$ cat src/rtl/cu_pkg.sv
// Shared types for the control-unit slice: control word, FSM states, select
// encodings and the opcode decode table.
package cu_pkg;

  typedef enum logic [2:0] {
    ST_INIT,
    ST_FETCH,
    ST_EXEC,
    ST_EXEC_WAIT,
    ST_INTER,
    ST_HALT
  } state_t;

  typedef struct packed {
    logic       rst;
    logic       io_strb;
    logic       pc_ld;
    logic       pc_inc;
    logic [1:0] pc_mux_sel;
    logic [3:0] alu_sel;
    logic       alu_opy_sel;
    logic       rf_wr;
    logic [1:0] rf_wr_sel;
    logic       sp_ld;
    logic       sp_incr;
    logic       sp_decr;
    logic       scr_we;
    logic       scr_data_sel;
    logic [1:0] scr_addr_sel;
    logic       i_set;
    logic       i_clr;
    logic       flg_c_set;
    logic       flg_c_clr;
    logic       flg_c_ld;
    logic       flg_z_ld;
    logic       flg_ld_sel;
    logic       flg_shad_ld;
  } ctrl_t;

  localparam logic [3:0] ALU_ADD  = 4'd0;
  localparam logic [3:0] ALU_ADDC = 4'd1;
  localparam logic [3:0] ALU_SUB  = 4'd2;
  localparam logic [3:0] ALU_SUBC = 4'd3;
  localparam logic [3:0] ALU_CMP  = 4'd4;
  localparam logic [3:0] ALU_AND  = 4'd5;
  localparam logic [3:0] ALU_OR   = 4'd6;
  localparam logic [3:0] ALU_EXOR = 4'd7;
  localparam logic [3:0] ALU_TEST = 4'd8;
  localparam logic [3:0] ALU_LSL  = 4'd9;
  localparam logic [3:0] ALU_MOV  = 4'd14;

  localparam logic [1:0] PC_SEL_IMM = 2'd0;
  localparam logic [1:0] PC_SEL_STK = 2'd1;
  localparam logic [1:0] PC_SEL_VEC = 2'd2;

  localparam logic [1:0] RF_SEL_ALU = 2'd0;
  localparam logic [1:0] RF_SEL_SCR = 2'd1;
  localparam logic [1:0] RF_SEL_SP  = 2'd2;
  localparam logic [1:0] RF_SEL_IN  = 2'd3;

  localparam logic [1:0] SCR_ADDR_REG  = 2'd0;
  localparam logic [1:0] SCR_ADDR_IMM  = 2'd1;
  localparam logic [1:0] SCR_ADDR_SP   = 2'd2;
  localparam logic [1:0] SCR_ADDR_SPM1 = 2'd3;

  localparam logic SCR_DATA_REG = 1'b0;
  localparam logic SCR_DATA_PC  = 1'b1;
  localparam logic FLG_SEL_ALU  = 1'b0;
  localparam logic FLG_SEL_SHAD = 1'b1;

  // Index order shared by the reg/reg and reg/imm arithmetic-logic groups.
  function automatic logic [3:0] alu_code(input logic [2:0] idx);
    case (idx)
      3'd0:    alu_code = ALU_AND;
      3'd1:    alu_code = ALU_OR;
      3'd2:    alu_code = ALU_EXOR;
      3'd3:    alu_code = ALU_TEST;
      3'd4:    alu_code = ALU_ADD;
      3'd5:    alu_code = ALU_ADDC;
      3'd6:    alu_code = ALU_SUB;
      default: alu_code = ALU_SUBC;
    endcase
  endfunction

  function automatic logic is_scr_read(input logic [6:0] op);
    casez (op)
      7'b0001010, 7'b11100??, 7'b0100110,
      7'b0110010, 7'b0110110, 7'b0110111: is_scr_read = 1'b1;
      default:                            is_scr_read = 1'b0;
    endcase
  endfunction

  function automatic ctrl_t isa_table(input logic [6:0] op, input logic c, input logic z);
    ctrl_t w;
    w = '0;
    casez (op)
      7'b0000???, 7'b10?????: begin
        w.alu_sel     = alu_code(op[6] ? op[4:2] : op[2:0]);
        w.alu_opy_sel = op[6];
        w.rf_wr       = (w.alu_sel != ALU_TEST);
        w.flg_c_ld    = 1'b1;
        w.flg_z_ld    = 1'b1;
      end
      7'b0001000, 7'b11000??: begin
        w.alu_sel     = ALU_CMP;
        w.alu_opy_sel = op[6];
        w.flg_c_ld    = 1'b1;
        w.flg_z_ld    = 1'b1;
      end
      7'b0001001, 7'b11011??: begin
        w.alu_sel     = ALU_MOV;
        w.alu_opy_sel = op[6];
        w.rf_wr       = 1'b1;
      end
      7'b0001010, 7'b11100??: begin
        w.rf_wr        = 1'b1;
        w.rf_wr_sel    = RF_SEL_SCR;
        w.scr_addr_sel = op[6] ? SCR_ADDR_IMM : SCR_ADDR_REG;
      end
      7'b0001011, 7'b11101??: begin
        w.scr_we       = 1'b1;
        w.scr_addr_sel = op[6] ? SCR_ADDR_IMM : SCR_ADDR_REG;
      end
      7'b11001??: begin
        w.rf_wr     = 1'b1;
        w.rf_wr_sel = RF_SEL_IN;
      end
      7'b11010??: w.io_strb = 1'b1;
      7'b0010000: w.pc_ld = 1'b1;
      7'b0010001: begin
        w.pc_ld        = 1'b1;
        w.scr_we       = 1'b1;
        w.scr_data_sel = SCR_DATA_PC;
        w.scr_addr_sel = SCR_ADDR_SPM1;
        w.sp_decr      = 1'b1;
      end
      7'b0010010: w.pc_ld = z;
      7'b0010011: w.pc_ld = ~z;
      7'b0010100: w.pc_ld = c;
      7'b0010101: w.pc_ld = ~c;
      7'b0100000, 7'b0100001, 7'b0100010, 7'b0100011, 7'b0100100: begin
        w.alu_sel  = ALU_LSL + {1'b0, op[2:0]};
        w.rf_wr    = 1'b1;
        w.flg_c_ld = 1'b1;
        w.flg_z_ld = 1'b1;
      end
      7'b0100101: begin
        w.scr_we       = 1'b1;
        w.scr_data_sel = SCR_DATA_REG;
        w.scr_addr_sel = SCR_ADDR_SPM1;
        w.sp_decr      = 1'b1;
      end
      7'b0100110: begin
        w.rf_wr        = 1'b1;
        w.rf_wr_sel    = RF_SEL_SCR;
        w.scr_addr_sel = SCR_ADDR_SP;
        w.sp_incr      = 1'b1;
      end
      7'b0101000: w.sp_ld = 1'b1;
      7'b0101001: begin
        w.rf_wr     = 1'b1;
        w.rf_wr_sel = RF_SEL_SP;
      end
      7'b0110000: w.flg_c_clr = 1'b1;
      7'b0110001: w.flg_c_set = 1'b1;
      7'b0110100: w.i_set = 1'b1;
      7'b0110101: w.i_clr = 1'b1;
      7'b0110010, 7'b0110110, 7'b0110111: begin
        w.pc_ld        = 1'b1;
        w.pc_mux_sel   = PC_SEL_STK;
        w.scr_addr_sel = SCR_ADDR_SP;
        w.sp_incr      = 1'b1;
        // RETID/RETIE also restore the flags saved on interrupt entry.
        if (op[2]) begin
          w.flg_ld_sel = FLG_SEL_SHAD;
          w.flg_c_ld   = 1'b1;
          w.flg_z_ld   = 1'b1;
          w.i_set      = op[0];
          w.i_clr      = ~op[0];
        end
      end
      default: w = '0;
    endcase
    return w;
  endfunction

endpackage

$ cat src/rtl/irq_arbiter.sv
// Interrupt front end: rising-edge capture into pending bits, masking,
// lowest-index-wins priority and the registered vector of the line in service.
module irq_arbiter #(
  parameter int NUM_INT    = 4,
  parameter int PC_W       = 10,
  parameter int VEC_BASE   = 10'h3F8,
  parameter int VEC_STRIDE = 1
) (
  input  logic               i_clk,
  input  logic               i_rst_n,
  input  logic [NUM_INT-1:0] i_irq,
  input  logic [NUM_INT-1:0] i_mask,
  input  logic               i_en,
  input  logic               i_load,
  input  logic               i_ack_en,
  output logic               o_take_int,
  output logic [NUM_INT-1:0] o_int_ack,
  output logic [PC_W-1:0]    o_int_vec
);

  localparam logic [PC_W-1:0] BASE_W   = PC_W'(VEC_BASE);
  localparam logic [PC_W-1:0] STRIDE_W = PC_W'(VEC_STRIDE);

  logic [NUM_INT-1:0] r_irq_d;
  logic [NUM_INT-1:0] r_pending;
  logic [2:0]         r_win;
  logic [PC_W-1:0]    r_vec;
  logic [NUM_INT-1:0] w_rise;
  logic [NUM_INT-1:0] w_req;
  logic [2:0]         w_win;
  logic [PC_W-1:0]    w_vec;

  assign w_rise     = i_irq & ~r_irq_d;
  assign w_req      = r_pending & i_mask;
  assign o_take_int = i_en & (|w_req);
  assign w_vec      = BASE_W + PC_W'(w_win) * STRIDE_W;
  assign o_int_vec  = r_vec;

  always_comb begin
    w_win = '0;
    for (int i = NUM_INT - 1; i >= 0; i--) begin
      if (w_req[i]) w_win = 3'(i);
    end
  end

  always_comb begin
    o_int_ack = '0;
    for (int i = 0; i < NUM_INT; i++) begin
      o_int_ack[i] = i_ack_en && (r_win == 3'(i));
    end
  end

  // Winner and vector are frozen on entry so a late higher-priority edge
  // cannot change which line is acknowledged mid-entry.
  always_ff @(posedge i_clk) begin
    if (!i_rst_n) begin
      r_irq_d   <= '0;
      r_pending <= '0;
      r_win     <= '0;
      r_vec     <= '0;
    end else begin
      r_irq_d   <= i_irq;
      r_pending <= (r_pending & ~o_int_ack) | w_rise;
      if (i_load) begin
        r_win <= w_win;
        r_vec <= w_vec;
      end
    end
  end

endmodule

$ cat src/rtl/cu_sequencer.sv
// MCU control unit: FETCH/EXEC sequencing with scratch-read stall, vectored
// interrupt entry and a HALT/wake state; emits one packed control word.
module cu_sequencer
  import cu_pkg::*;
#(
  parameter int NUM_INT    = 4,
  parameter int PC_W       = 10,
  parameter int VEC_BASE   = 10'h3F8,
  parameter int VEC_STRIDE = 1,
  parameter int SCR_RD_LAT = 1
) (
  input  logic               CLK,
  input  logic               RESET_N,
  input  logic [4:0]         OPCODE_HI_5,
  input  logic [1:0]         OPCODE_LO_2,
  input  logic               C,
  input  logic               Z,
  input  logic               I_EN,
  input  logic [NUM_INT-1:0] IRQ,
  input  logic [NUM_INT-1:0] IRQ_MASK,
  input  logic               HALT,
  output ctrl_t              CTRL,
  output logic [PC_W-1:0]    INT_VEC,
  output logic [NUM_INT-1:0] INT_ACK,
  output logic               HALTED,
  output state_t             o_dbg_state
);

  localparam logic [1:0] LAT      = 2'(SCR_RD_LAT);
  localparam bit         HAS_WAIT = (SCR_RD_LAT != 0);

  state_t     r_state;
  state_t     w_next_state;
  logic [1:0] r_wait_cnt;
  logic [1:0] w_wait_nxt;
  logic [6:0] r_op;
  logic [6:0] w_op;
  ctrl_t      w_dec;
  logic       w_final;
  logic       w_take_int;

  assign w_op        = (r_state == ST_EXEC_WAIT) ? r_op : {OPCODE_HI_5, OPCODE_LO_2};
  assign w_dec       = isa_table(w_op, C, Z);
  assign o_dbg_state = r_state;

  irq_arbiter #(
    .NUM_INT   (NUM_INT),
    .PC_W      (PC_W),
    .VEC_BASE  (VEC_BASE),
    .VEC_STRIDE(VEC_STRIDE)
  ) u_irq_arbiter (
    .i_clk     (CLK),
    .i_rst_n   (RESET_N),
    .i_irq     (IRQ),
    .i_mask    (IRQ_MASK),
    .i_en      (I_EN),
    .i_load    (w_next_state == ST_INTER),
    .i_ack_en  (r_state == ST_INTER),
    .o_take_int(w_take_int),
    .o_int_ack (INT_ACK),
    .o_int_vec (INT_VEC)
  );

  always_ff @(posedge CLK) begin
    if (!RESET_N) begin
      r_state    <= ST_INIT;
      r_wait_cnt <= '0;
      r_op       <= '0;
    end else begin
      r_state    <= w_next_state;
      r_wait_cnt <= w_wait_nxt;
      if (r_state == ST_EXEC) r_op <= w_op;
    end
  end

  always_comb begin
    w_next_state = r_state;
    w_wait_nxt   = r_wait_cnt;
    w_final      = 1'b0;
    CTRL         = '0;
    HALTED       = 1'b0;
    case (r_state)
      ST_INIT: begin
        CTRL.rst     = 1'b1;
        w_next_state = ST_FETCH;
      end
      ST_FETCH: begin
        CTRL.pc_inc  = 1'b1;
        w_next_state = ST_EXEC;
      end
      ST_EXEC: begin
        // Scratch reads present only the address until the data is valid.
        if (HAS_WAIT && is_scr_read(w_op)) begin
          CTRL.scr_addr_sel = w_dec.scr_addr_sel;
          w_wait_nxt        = LAT;
          w_next_state      = ST_EXEC_WAIT;
        end else begin
          CTRL    = w_dec;
          w_final = 1'b1;
        end
      end
      ST_EXEC_WAIT: begin
        w_wait_nxt = r_wait_cnt - 2'd1;
        if (r_wait_cnt == 2'd1) begin
          CTRL    = w_dec;
          w_final = 1'b1;
        end else begin
          CTRL.scr_addr_sel = w_dec.scr_addr_sel;
        end
      end
      ST_INTER: begin
        CTRL.pc_mux_sel   = PC_SEL_VEC;
        CTRL.pc_ld        = 1'b1;
        CTRL.scr_data_sel = SCR_DATA_PC;
        CTRL.scr_we       = 1'b1;
        CTRL.scr_addr_sel = SCR_ADDR_SPM1;
        CTRL.sp_decr      = 1'b1;
        CTRL.flg_shad_ld  = 1'b1;
        CTRL.i_clr        = 1'b1;
        w_next_state      = HALT ? ST_HALT : ST_FETCH;
      end
      ST_HALT: begin
        HALTED = 1'b1;
        if (w_take_int)  w_next_state = ST_INTER;
        else if (!HALT)  w_next_state = ST_FETCH;
      end
      default: w_next_state = ST_INIT;
    endcase
    if (w_final) begin
      if (w_take_int)  w_next_state = ST_INTER;
      else if (HALT)   w_next_state = ST_HALT;
      else             w_next_state = ST_FETCH;
    end
  end

endmodule

$ cat config.mk
export PLATFORM = sky130hd
export DESIGN_NAME = cu_sequencer
export DESIGN_NICKNAME = d
export VERILOG_FILES = /design/src/rtl/cu_pkg.sv /design/src/rtl/irq_arbiter.sv /design/src/rtl/cu_sequencer.sv
export SDC_FILE = /design/constraint.sdc
export NUM_CORES = 1
export LEC_CHECK = 0
export CAP_MARGIN = 20
export CORE_ASPECT_RATIO = 0.6
export CORE_MARGIN = 1.5
export CORE_UTILIZATION = 48
export CTS_CLUSTER_SIZE = 16
export DETAILED_ROUTE_END_ITERATION = 7
export GPL_TIMING_DRIVEN = 0
export HOLD_SLACK_MARGIN = 0.03
export PLACE_DENSITY = 0.78
export SETUP_SLACK_MARGIN = 0.1
export SLEW_MARGIN = 25
export SYNTH_ARGS = -nofsm -noshare
export SYNTH_HDL_FRONTEND = slang
export SYNTH_SLANG_ARGS = --single-unit
$ cat constraint.sdc
create_clock -name CLK -period 6.3 [get_ports CLK]
set_input_delay 1.89 -clock CLK [delete_from_list [all_inputs] [get_ports CLK]]
set_output_delay 1.89 -clock CLK [all_outputs]
set_load 0.05 [all_outputs]
==> run metrics <==
Post-synth top flop dfxtp_1; latest clock arrival within the worst-skew pair 0.27 ns; share of the clock period used by the worst path 97.1%; delay-heaviest family, CP buffers and inverters; YS warnings 0; Lkg Pwr 0.00131 uW; startpoint types input pin; antenna cell count 0; synthesized flop and latch total 23; min Tclk post-route 6.12 ns; Cell Area, Synth 2340 um2; max incr delay on CP 0.45 ns; Switching Share 52.2%; switching power 487 uW; post-layout util between 70% and 80%; clock sink total 23; CP required 4.41 ns; total power draw 934 uW; gpl congestion 1.01; critical path peak fanout 10; reg2reg path depth 15; Max-cap violations 0; Die X 93.2 um; Net Count, Synth 329; combinational power share 68.3%; CP cell instances dlygate4sd2_1 -> or3b_1 -> a2111oi_4 -> o21ai_4 -> nand4_4 -> and2_1 -> buf_6 -> buf_6 -> a21oi_4 -> buf_4 -> buf_6; Sum Neg Setup Slack 0 ns; antenna violations before repair 0; # hold bufs at CTS 0; hpwl dp 6040 um; global-route wire length before repair 12300 um; Clock Pin Slew Worst Setup and Hold Paths approximately 0.090 ns; Worst Setup SP OPCODE_HI_5[0]; FF-to-FF Start o_dbg_state[0]; filler instances 391; Seq/Total Area, Yosys 19.6%; outcome completed; drt total wl between 7000 and 8000 um; worst slew pin tran 0.691 ns; power density over cell area 283 nW/um2; worst path bufs/invs 5; Hold Fails Final Rpt 0; Longest Clk Path Bufs 2; Hold Crit Class register to register; Detail Route Antenna Nets 0; Yosys top cell by area dfxtp_1; CTS tree yes; DIE HEIGHT 57.1 um; vias in the first global route 2279; Worst Hold End u_irq_arbiter.r_pending[1]; share of cells above drive strength 1 27.0%; DR WL/cell between 15 and 20 um; final instance area about 3300 um2; cell mode on critical path buf_6; reg-to-reg setup timing slack 3.04 ns; Placed Area 3130 um2; Worst Hold Depth 2; DR DRC count 0; cell count after synthesis 303; die area 5320 um2; Initial Util 50.6%; RR Endpoint u_irq_arbiter.o_int_vec[0]; largest net degree at the start of global routing 15; Worst path slowest cell or3b_1; Max Slew Vio Count 0; DR iter-0 viols 238; Worst VDD drop 0.000197 V; vias per cell 6.07; Rel. slew slack 53.8%; Post-Layout Cell Count 441; port buffer count 64; WS Path Type input pin to primary output; dpl cells 430; post-synthesis average cell area 7.73 um2; grt ovf 0; drt pass-1 iters 5; Crit. End Element primary output; area of the multi-input gates 1790 um2; FMAX around 160 MHz; Area contributors post-synth dfxtp_1, nor2_1, mux2i_1; H-tree lvl count 1; row cnt 19; Post-synth EDFFs 0; RSZ-0062 raised after global routing true; Seq pwr share 21.4%; clock buffer count from CTS 3; clock share of power 10.3%; nets 405; Critical Path AT 4.23 ns; Core Area between 4000 and 5000 um2; top cell type's share of synthesized area roughly 20%; root buf cell clkbuf_8; Reg area 460 um2; via count 2675; synth-to-layout area growth 40.7%; Internal roughly 450 uW; gr usage total 29.7%; ys async rst share 0%; Setup Skew 0.00265 ns; hold_sp u_irq_arbiter.r_irq_d[1]; I/O Pins just under 70; Cell variety after synth 67; Final Setup Violations 0
-- metal layers --
metal	share of wire, %	vias up	global-route usage, %
met5	0	-	0
met4	0.24	0	2.16
met3	14	4	8.53
met2	38	147	38.2
met1	47	1274	49.0
li1	-	1250	-
-- what timing repair did --
action | in CTS | in global routing
resized for setup | 119 | 14
pin swaps | 3 | 6
setup endpoints to repair | 25 | 25
buffers inserted | 6 | 1
-- power groups by stage --
stage / clock network [uW] / logic [uW] / registers [uW]
2_1_floorplan: 0 / 404 / 235
3_3_place_gp: 0 / 597 / 200
3_5_place_dp: 0 / 604 / 201
4_1_cts: 96.5 / 620 / 198
5_1_grt: 102 / 673 / 202
6_report: 96.4 / 638 / 199
-- worst reg2reg max path, cell delays in order, from the launching register on --
cell and delay (ns):
dfxtp_1 0.33, buf_2 0.18, nand3b_1 0.15, buf_4 0.24
buf_6 0.20, mux2i_4 0.27, inv_2 0.11, ha_4 0.21
nand2_1 0.12, mux2i_4 0.09, o221ai_4 0.18, buf_4 0.18
buf_4 0.12, nand4_2 0.10, a22o_1 0.35, o41ai_2 0.34
-- stage by stage --
stage	setup slack (ns)	hold slack (ns)
global placement	-1.13	0.474
CTS	0.0836	0.493
finish	0.180	0.492
detailed placement	-1.16	0.479
floorplan	-0.0760	0.456
global route	0.0719	0.510
-- area by class of cell --
| class | count | share of cell area, % |
|---|---|---|
| multi-input combinational | 234 | 54.4 |
| inverter | 17 | 2.01 |
| sequential | 23 | 14.0 |
| clock buffer | 3 | 1.25 |
| clock inverter | 1 | 0.228 |
| tap | 63 | 2.39 |
| timing repair buffer | 71 | 19.7 |
| buffer | 29 | 6.11 |
-- worst max-delay path by stage --
stage          slack (ns)  cells past startpoint       end
5_1_grt              0.07                     11   CTRL[3]
6_report             0.18                     11   CTRL[3]
4_1_cts              0.08                     14   CTRL[3]
3_3_place_gp        -1.13                     14   CTRL[3]
3_5_place_dp        -1.16                     14   CTRL[3]
2_1_floorplan       -0.08                     10  CTRL[16]
-- synth_stat cells (all sizes together) (2+ instances only) --
library cell,n
o2111ai,3
o31ai,2
o21ai,8
a32oi,3
nor3b,4
nand3b,3
a21oi,21
dfxtp,23
o22ai,2
a211oi,4
o21a,2
nor4,2
or2,2
nand2b,4
nor2b,2
and2,7
a22oi,2
nand2,27
inv,17
nand4b,2
nor2,39
nand4,7
mux2,7
ha,5
a222oi,2
and4b,3
mux2i,16
a31oi,4
or3b,2
nor3,13
o41ai,4
clkbuf,8
buf,21
a22o,4
and3,3
nand3,8
a2111oi,2
o221ai,2
-- flip-flops by register name (all words and copies together) (netlist names) --
| signal | count |
|---|---|
| o_dbg_state | 3 |
| r_op | 7 |
| r_wait_cnt | 2 |
| u_irq_arbiter.o_int_vec | 3 |
| u_irq_arbiter.r_irq_d | 4 |
| u_irq_arbiter.r_pending | 4 |
-- cells by family (layout without fill, tap and decap cells) --
kind of cell,count (synthesis),after routing,share of synthesized area (%)
AOI/OAI and AO/OA,72,72,24.1
adders and majority gates,5,5,2.67
buffers and inverters,46,121,10.8
DFF,23,23,19.6
muxes,23,23,11.4
other,1,1,0.160
and+or+nand+nor,133,133,31.2
-- cells in the final DEF, fill, tap and decap left out, types with 4 or more instances in the layout --
cell type / Yosys / routed
nor2_1: 38 / 35
clkdlybuf4s50_1: 0 / 35
nand2_1: 27 / 27
dfxtp_1: 23 / 23
buf_4: 10 / 18
a21oi_1: 19 / 16
inv_1: 17 / 15
buf_2: 5 / 14
nor3_1: 13 / 12
buf_6: 5 / 10
mux2i_1: 11 / 10
nand3_1: 8 / 8
clkbuf_1: 8 / 7
and2_1: 7 / 7
dlygate4sd2_1: 0 / 7
mux2_2: 7 / 6
o21ai_0: 5 / 5
nand4_1: 5 / 5
a21oi_2: 2 / 4
nor2_2: 1 / 4
nor3b_1: 4 / 4
a22o_1: 4 / 4
nand2b_1: 4 / 4
(Power assumes the default switching activity.)
